==> src/rtl/ds_pkg.sv <==
// Shared definitions for the down-sampling address sequencer and its control unit.
package ds_pkg;

    typedef enum logic [1:0] {
        IDLE  = 2'd0,
        READ  = 2'd1,
        WRITE = 2'd2,
        DONE  = 2'd3
    } ds_state_t;

    localparam logic [1:0] MAR_HOLD = 2'b00;
    localparam logic [1:0] MAR_AC   = 2'b01;
    localparam logic [1:0] MAR_RD   = 2'b10;
    localparam logic [1:0] MAR_WR   = 2'b11;

    // MAR select the control unit should use while the sequencer sits in a given state.
    function automatic logic [1:0] mar_sel(input ds_state_t st);
        case (st)
            READ:    return MAR_RD;
            WRITE:   return MAR_WR;
            default: return MAR_HOLD;
        endcase
    endfunction

endpackage

==> src/rtl/ds_wrap_counter.sv <==
// Up-counter that wraps from MAX back to 0; at_max lets instances be chained.
module ds_wrap_counter #(
    parameter int WIDTH = 8,
    parameter int MAX   = 255
) (
    input  logic             clock,
    input  logic             resetn,
    input  logic             clr,
    input  logic             inc,
    output logic [WIDTH-1:0] value,
    output logic             at_max
);

    localparam logic [WIDTH-1:0] MAX_V = WIDTH'(MAX);

    assign at_max = (value == MAX_V);

    // Clear wins over increment; increment wraps at MAX.
    always_ff @(posedge clock) begin
        if (!resetn) begin
            value <= '0;
        end else if (clr) begin
            value <= '0;
        end else if (inc) begin
            value <= at_max ? '0 : value + WIDTH'(1);
        end
    end

endmodule

==> src/rtl/ds_addr_gen.sv <==
// Down-sampling address sequencer: walks each FxF read window, then issues one write.
//
//  state | meaning
//  IDLE  | waiting for start after reset
//  READ  | presenting window read address (dy,dx); step advances within the window
//  WRITE | presenting output pixel address; step moves to the next output pixel
//  DONE  | frame complete, counters hold last write position until start
import ds_pkg::*;

module ds_addr_gen #(
    parameter int IMG_W      = 256,
    parameter int IMG_H      = 256,
    parameter int SCALE_LOG2 = 1
) (
    input  logic        clock,
    input  logic        resetn,
    input  logic        start,
    input  logic        step,
    output logic [7:0]  RRR_out,
    output logic [7:0]  CRR_out,
    output logic [7:0]  RWR_out,
    output logic [7:0]  CWR_out,
    output logic        rd_phase,
    output logic        wr_phase,
    output logic        win_first,
    output logic        win_last,
    output logic        done,
    output logic [15:0] wr_count
);

    localparam int F     = 1 << SCALE_LOG2;
    localparam int OUT_W = IMG_W >> SCALE_LOG2;
    localparam int OUT_H = IMG_H >> SCALE_LOG2;

    ds_state_t  state, state_nxt;
    logic       clr, dx_inc, dy_inc, col_inc, row_inc, wr_inc;
    logic [7:0] dx_val, dy_val, col_val, row_val;
    logic       dx_max, dy_max, col_max, row_max;

    assign dy_inc  = dx_inc && dx_max;
    assign row_inc = col_inc && col_max;

    ds_wrap_counter #(.WIDTH(8), .MAX(F - 1)) u_dx (
        .clock(clock), .resetn(resetn), .clr(clr), .inc(dx_inc),
        .value(dx_val), .at_max(dx_max)
    );

    ds_wrap_counter #(.WIDTH(8), .MAX(F - 1)) u_dy (
        .clock(clock), .resetn(resetn), .clr(clr), .inc(dy_inc),
        .value(dy_val), .at_max(dy_max)
    );

    ds_wrap_counter #(.WIDTH(8), .MAX(OUT_W - 1)) u_col (
        .clock(clock), .resetn(resetn), .clr(clr), .inc(col_inc),
        .value(col_val), .at_max(col_max)
    );

    ds_wrap_counter #(.WIDTH(8), .MAX(OUT_H - 1)) u_row (
        .clock(clock), .resetn(resetn), .clr(clr), .inc(row_inc),
        .value(row_val), .at_max(row_max)
    );

    // Buses follow the counters directly so a new address is visible the cycle it is reached.
    assign RRR_out = (row_val << SCALE_LOG2) + dy_val;
    assign CRR_out = (col_val << SCALE_LOG2) + dx_val;
    assign RWR_out = row_val;
    assign CWR_out = col_val;

    // State register.
    always_ff @(posedge clock) begin
        if (!resetn) begin
            state <= IDLE;
        end else begin
            state <= state_nxt;
        end
    end

    // Next state, counter strobes and phase flags.
    always_comb begin
        state_nxt = state;
        clr       = 1'b0;
        dx_inc    = 1'b0;
        col_inc   = 1'b0;
        wr_inc    = 1'b0;
        rd_phase  = 1'b0;
        wr_phase  = 1'b0;
        win_first = 1'b0;
        win_last  = 1'b0;
        done      = 1'b0;
        case (state)
            IDLE: begin
                if (start) begin
                    clr       = 1'b1;
                    state_nxt = READ;
                end
            end
            READ: begin
                rd_phase  = 1'b1;
                win_first = (dx_val == 8'd0) && (dy_val == 8'd0);
                win_last  = dx_max && dy_max;
                if (step) begin
                    dx_inc = 1'b1;
                    if (dx_max && dy_max) begin
                        state_nxt = WRITE;
                    end
                end
            end
            WRITE: begin
                wr_phase = 1'b1;
                if (step) begin
                    wr_inc = 1'b1;
                    // The final pixel leaves col/row parked on the last write address.
                    if (col_max && row_max) begin
                        state_nxt = DONE;
                    end else begin
                        col_inc   = 1'b1;
                        state_nxt = READ;
                    end
                end
            end
            DONE: begin
                done = 1'b1;
                if (start) begin
                    clr       = 1'b1;
                    state_nxt = READ;
                end
            end
            default: state_nxt = IDLE;
        endcase
    end

    // Output pixels written this frame; restarts from zero with each new frame.
    always_ff @(posedge clock) begin
        if (!resetn) begin
            wr_count <= 16'd0;
        end else if (clr) begin
            wr_count <= 16'd0;
        end else if (wr_inc) begin
            wr_count <= wr_count + 16'd1;
        end
    end

endmodule
==> config.mk <==
export PLATFORM = sky130hd
export DESIGN_NAME = ds_addr_gen
export DESIGN_NICKNAME = d
export VERILOG_FILES = /design/src/rtl/ds_pkg.sv /design/src/rtl/ds_wrap_counter.sv /design/src/rtl/ds_addr_gen.sv
export SDC_FILE = /design/constraint.sdc
export NUM_CORES = 1
export LEC_CHECK = 0
export CORE_UTILIZATION = 57
export DETAILED_ROUTE_END_ITERATION = 6
export MAX_ROUTING_LAYER = met4
export PLACE_DENSITY = 0.88
export SYNTH_ARGS = -nofsm -noshare
export SYNTH_HDL_FRONTEND = slang
export SYNTH_SLANG_ARGS = --single-unit
export TNS_END_PERCENT = 100
==> constraint.sdc <==
create_clock -name clock -period 3.9 [get_ports clock]
set_input_delay 0.975 -clock clock [delete_from_list [all_inputs] [get_ports clock]]
set_output_delay 0.975 -clock clock [all_outputs]
set_load 0.03 [all_outputs]
# Word level (Yosys, flattened, before mapping)
# Cells that the tools add are included.
# totals
regBits	50
inputBits	4
out_inout_bits	53
# classes
add_sub_neg	7
n_eq_ne	11
mux	23
bitwise_logic	1
reduce_logical	11
# ops
op	count
adder 8 x 1 -> 8 bit (second input constant)	4
two-way mux 8 bit	4
adder 16 x 1 -> 16 bit (second input constant)	1
adder 8 bit	2
equality test 8 x 1 -> 1 bit (second input constant)	2
equality test 8 x 7 -> 1 bit (second input constant)	2
logical NOT 8 bit	2
two-way mux 1 bit	13
two-way mux 2 bit	5
inequality test 2 bit (second input constant)	3
case mux 2 bit (3 select lines)	1
logical AND 1 bit	5
equality test 2 bit (second input constant)	2
AND reduction 4 bit	1
OR reduction 2 bit	2
equality test 2 x 1 -> 1 bit (second input constant)	1
logical NOT 2 bit	1
inequality test 2 x 1 -> 1 bit (second input constant)	1
inverter 1 bit	1

# Longest topological paths before layout
# logic_depth
ltp_word	6
ltp_mapped	7

# Cells and area by module
# From an unflattened synthesis, not the netlist that was laid out.
# hier_totals
cells_unflattened	347
hier_area_um2	3001.6
# modules_own_cells
module	instances	cells_per_inst	area_each_um2	seq_area_each_um2
ds_addr_gen	1	179	1465.2	360.3
ds_wrap_counter (u_dx ...)	2	43	400.4	160.2
ds_wrap_counter (u_col ...)	2	41	367.9	160.2

# Worst setup path after synthesis
# OpenSTA, ideal clock, no wires.
# synth_timing
path_kind	reg2out
start	reg u_row.value[0]
end	out RRR_out[7]
arrival_time_ps	2310
required_ps	2925
slack_ps	615
stages_incl_launch_ff	8
cell_sequence	dfxtp_1 -> ha_1 -> inv_1 -> fa_1 -> nor2b_1 -> o21a_1 -> o21ai_0 -> a211oi_1
# synth_via
elab_chain_len	1
# synth_lines
element	line_no	source
start, declared	ds_wrap_counter.sv:10	output logic [WIDTH-1:0] value,
start signal, assigned	ds_wrap_counter.sv:25	value <= at_max ? '0 : value + WIDTH'(1);
adder 8 bit	ds_addr_gen.sv:64	assign RRR_out = (row_val << SCALE_LOG2) + dy_val;
end, declared	ds_addr_gen.sv:19	output logic [7:0] RRR_out,
# No other way between the ends.

# Worst setup path in the final report
# layout_timing
start	reg u_col.value[0]
end	out CRR_out[7]
# layout_via
elab_chain_len	1
# layout_lines
element	line_no	source
start, declared	ds_wrap_counter.sv:10	
start signal, assigned	ds_wrap_counter.sv:25	
adder 8 bit	ds_addr_gen.sv:65	assign CRR_out = (col_val << SCALE_LOG2) + dx_val;
end, declared	ds_addr_gen.sv:20	output logic [7:0] CRR_out,
# No other way between the ends.

==> results.md <==
Timing:
- The hold violation count in the final report is 0.
- The slew at the pin with the worst max-slew slack is about 1.2 ns.
- The worst relative slew slack is 0.207.
- The maximum clock skew at final layout is roughly 0.013 ns.
- The number of max-slew violations in the final report came to 0.
- Setup repair after global routing left no endpoint under its margin.
- Dividing the final minimum period by the clock period gives 0.942.
- Setup violations remaining at the end of the flow were counted as 0.
- For the finished layout, the period the worst path requires is between 3 and 4 ns.
- The final setup TNS is 0 ns.
- Based on the critical path, the design can be clocked at up to 272 MHz.
- The worst hold margin is approximately 0.5 ns.

Yosys:
- The post-synthesis cell count is 390.
- In the post-synthesis netlist, the biggest area contributors are dfxtp_1, ha_1, xnor2_1.
- The post-synthesis instance area is between 3000 and 4000 sq um.
- After synthesis the netlist holds a flip-flop and latch count of 50.
- The average footprint of a synthesized cell is between 8 and 9 sq um.
- The area fraction of the dominant cell type after synthesis is 0.317.
- The count of flip-flops with a built-in enable after synthesis is 0.
- The dominant synthesized flop cell is dfxtp_1.
- The count of distinct cell types in the synthesized netlist is between 50 and 60.
- Of all cell types, the one taking the most synthesized area is dfxtp_1.
- The number of warnings printed during yosys synthesis is 0.
- Of the synthesized area, sequential elements account for 0.317.
- Synthesis produced a netlist with a net count of 420.
- The async set or reset register ratio after synthesis is 0.

Worst hold path:
- The min-delay analysis places its worst path in the category register to register.
- The worst hold path was traced through 2 stages.
- The startpoint of the tightest hold check path is wr_count[15].
- The endpoint with the worst hold slack is wr_count[15].

Route:
- The remaining antenna violation count after routing is 0.
- After detailed routing, the number of vias per cell comes to between 5 and 6.
- For this run, design rule violations remaining after detail routing come to 0.
- The final wirelength is between 7000 and 8000 um.
- After the first detailed-routing iteration, the DRC count stood at 197.
- The length of the first detailed-routing pass in iterations is 5.
- The routed layout has slightly above 3k vias.
- The average wire per standard cell is 15.3 um.

Pwr:
- The switching power total is ~0.39 mW.
- The worst-case IR drop observed on VDD is around 220 uV.
- Summed over all cells, the static leakage comes to 1.30 nW.
- The total power density per cell area is between 200 and 300 nW/um^2.
- The share of total power dissipated in sequential elements is 0.474.
- Of the total power, the share spent switching nets is 0.342.
- The share of total power dissipated in combinational logic is 0.266.
- The clock power share is 0.260.
- The internal power of the cells totals approximately 0.75 mW.

Global routing:
- Summed over all layers, the global routing overflow is 0.
- The layer with the highest usage is met2.
- The global-route wire length before repair is between 10000 and 15000 um.
- For this run, global-route usage on met3 was measured as 0.0383.
- For this run, global-route usage on met1 was measured as 0.361.
- The overall fraction of global-route tracks in use is 0.278.
- Entering global routing, the biggest net connects 20 pins.
- The number of global-route vias before repair is roughly 2.8k.
- The initial antenna violation count was 0.
- The global routing met2 resource utilization is 0.443.

Die:
- The initial core utilization is 0.603.
- The die height is ~76 um.
- The floorplan step defined a die boundary enclosing 5850 sq um.
- The initialized floorplan defines 26 standard-cell rows.
- For this design the top-level I/O count stands at between 50 and 60.
- In this run the horizontal extent of the chip is between 70 and 80 um.
- The floorplan step defined a core boundary enclosing about 5200 sq um.

Clocking:
- The CTS H-tree depth is 2.
- The largest buffer count on any clock path is 2.
- The clock tree from TritonCTS is built.
- For the worst-skew pair, the clock arrives at the later sink with an insertion delay of about 0.3 ns.
- The cell sitting at the root of the clock tree is a clkbuf_8.
- The setup fix buffers added after clock tree synthesis is 0.
- The clock sink count is 50.
- The clock slew seen by the registers of the worst setup and hold paths is about 0.090 ns.
- After clock tree synthesis, the flow added hold-fix buffers numbering 0.
- The number of clock buffers inserted by TritonCTS is 5.
- Post-CTS repair changed the size of 0 cells.

Worst setup path:
- The classification of the worst setup path is register to output pin.
- The type of origin of the critical path is a register.
- Data arrives at the worst endpoint at approximately 2.7 ns.
- The endpoint required time on the critical path is around 3 ns.
- The maximum fanout along the worst path is 7.
- The setup slack on the worst flop-to-flop path is around 1.4 ns.
- The number of cells on the worst reg-to-reg path is 5.
- The endpoint of the lowest-slack register-to-register path is state[1].
- STA classifies the critical path endpoint as an output pin.
- The worst register-to-register path begins at u_col.value[1].

Run status:
- The run finished with clean final reports.

Final layout:
- The post-layout net count is between 400 and 500.
- Of the cells placed in the final design, the portion with a size suffix greater than 1 is 0.0431.
- 0 antenna diodes ended up in the layout.
- The area added between synthesis and finish is 21.5%.

Place:
- Buffers placed on the I/O ports in this run total 56.
- The detailed placement HPWL is about 5700 um.
- The routability-driven placement congestion ratio is a little over 0.9.

Job:
- The tool flagged a number of max-cap violations equal to 0.
==> through the flow <==
step                      utilization  power (mW)  area (sq um)  setup WS (ns)  std cells
after floorplan                     -       0.761          3160          0.615        390
after global placement          0.717       0.841          3760          0.652        504
after detailed placement        0.717       0.849          3760          0.568        504
after CTS                       0.733        1.14          3840          0.202        511
after global routing            0.733        1.19          3840         0.0586        511
final                           0.733        1.14          3840          0.225        511
==> routing by layer <==
layer,routed length [um],up-vias
met4,145,0
met5,0,-
met2,3630,127
met1,3550,1413
li1,-,1510
met3,482,13
==> critical path, cell delays in order, from the launching register on <==
cell             delay [ns]
dfxtp_1                0.43
ha_1                   0.20
inv_1                  0.06
fa_1                   0.39
nor2b_1                0.13
o21a_1                 0.15
o21ai_0                0.10
a211oi_1               0.24
clkdlybuf4s50_1        0.71
==> registers in the layout, summed over array words and instances (netlist names) <==
| signal | flops |
|---|---|
| u_dx.value | 8 |
| u_row.value | 8 |
| state | 2 |
| wr_count | 16 |
| u_col.value | 8 |
| u_dy.value | 8 |
==> synthesized netlist by cell type, drive strengths merged, types with 2 or more instances <==
| cell type | number |
|---|---|
| a211oi | 3 |
| a21o | 2 |
| a21oi | 31 |
| a31oi | 2 |
| and2 | 4 |
| and4 | 2 |
| buf | 7 |
| clkbuf | 7 |
| dfxtp | 50 |
| fa | 2 |
| ha | 24 |
| inv | 28 |
| nand2 | 24 |
| nand2b | 3 |
| nand3 | 17 |
| nand3b | 4 |
| nand4 | 14 |
| nor2 | 28 |
| nor2b | 5 |
| nor3 | 13 |
| nor3b | 2 |
| nor4 | 12 |
| o2111a | 2 |
| o21a | 2 |
| o21ai | 24 |
| o31ai | 11 |
| or2 | 3 |
| or3 | 14 |
| or3b | 2 |
| or4 | 10 |
| xnor2 | 23 |
| xor2 | 4 |
==> final cells by class <==
type / instances / area, sq um
timing repair buffer: 58 / 576
tap: 70 / 87.6
inverter: 28 / 105
clock inverter: 2 / 15.0
fill: 403 / 1400
sequential: 50 / 1000
clock buffer: 5 / 68.8
multi-input combinational: 298 / 1990
==> placed cells by master (no fill, tap or decap), drive strengths merged, types with 5 or more instances in the layout <==
master,netlist,layout
clkdlybuf4s50,0,56
dfxtp,50,50
a21oi,31,31
inv,28,28
nor2,28,28
nand2,24,24
ha,24,24
o21ai,24,24
xnor2,23,23
nand3,17,17
or3,14,14
nand4,14,14
nor3,13,13
nor4,12,12
o31ai,11,11
or4,10,10
nor2b,5,5
clkbuf,7,5
==> power by group through the flow <==
stage | clock network [mW] | registers, mW | logic, mW
finish | 0.297 | 0.541 | 0.303
global route | 0.321 | 0.544 | 0.329
CTS | 0.303 | 0.540 | 0.299
detailed placement | 0 | 0.551 | 0.297
global placement | 0 | 0.551 | 0.290
floorplan | 0 | 0.554 | 0.207
==> cell families after synthesis <==
family | Yosys count | share of synthesized area
flops | 50 | 0.317
buf+inv | 42 | 0.0542
mux | 1 | 0.00317
compound gates | 84 | 0.161
fa+ha+maj | 26 | 0.108
simple gates | 160 | 0.283
xor+xnor | 27 | 0.0748
==> worst max path at each step <==
stage                    from          to  slack (ns)
6_report       u_col.value[0]  CRR_out[7]        0.23
5_1_grt        u_col.value[0]  CRR_out[7]        0.06
4_1_cts        u_col.value[0]  CRR_out[7]        0.20
3_5_place_dp   u_col.value[0]  CRR_out[7]        0.57
3_3_place_gp   u_col.value[0]  CRR_out[7]        0.65
2_1_floorplan  u_row.value[0]  RRR_out[7]        0.62
(Power assumes the default switching activity.)
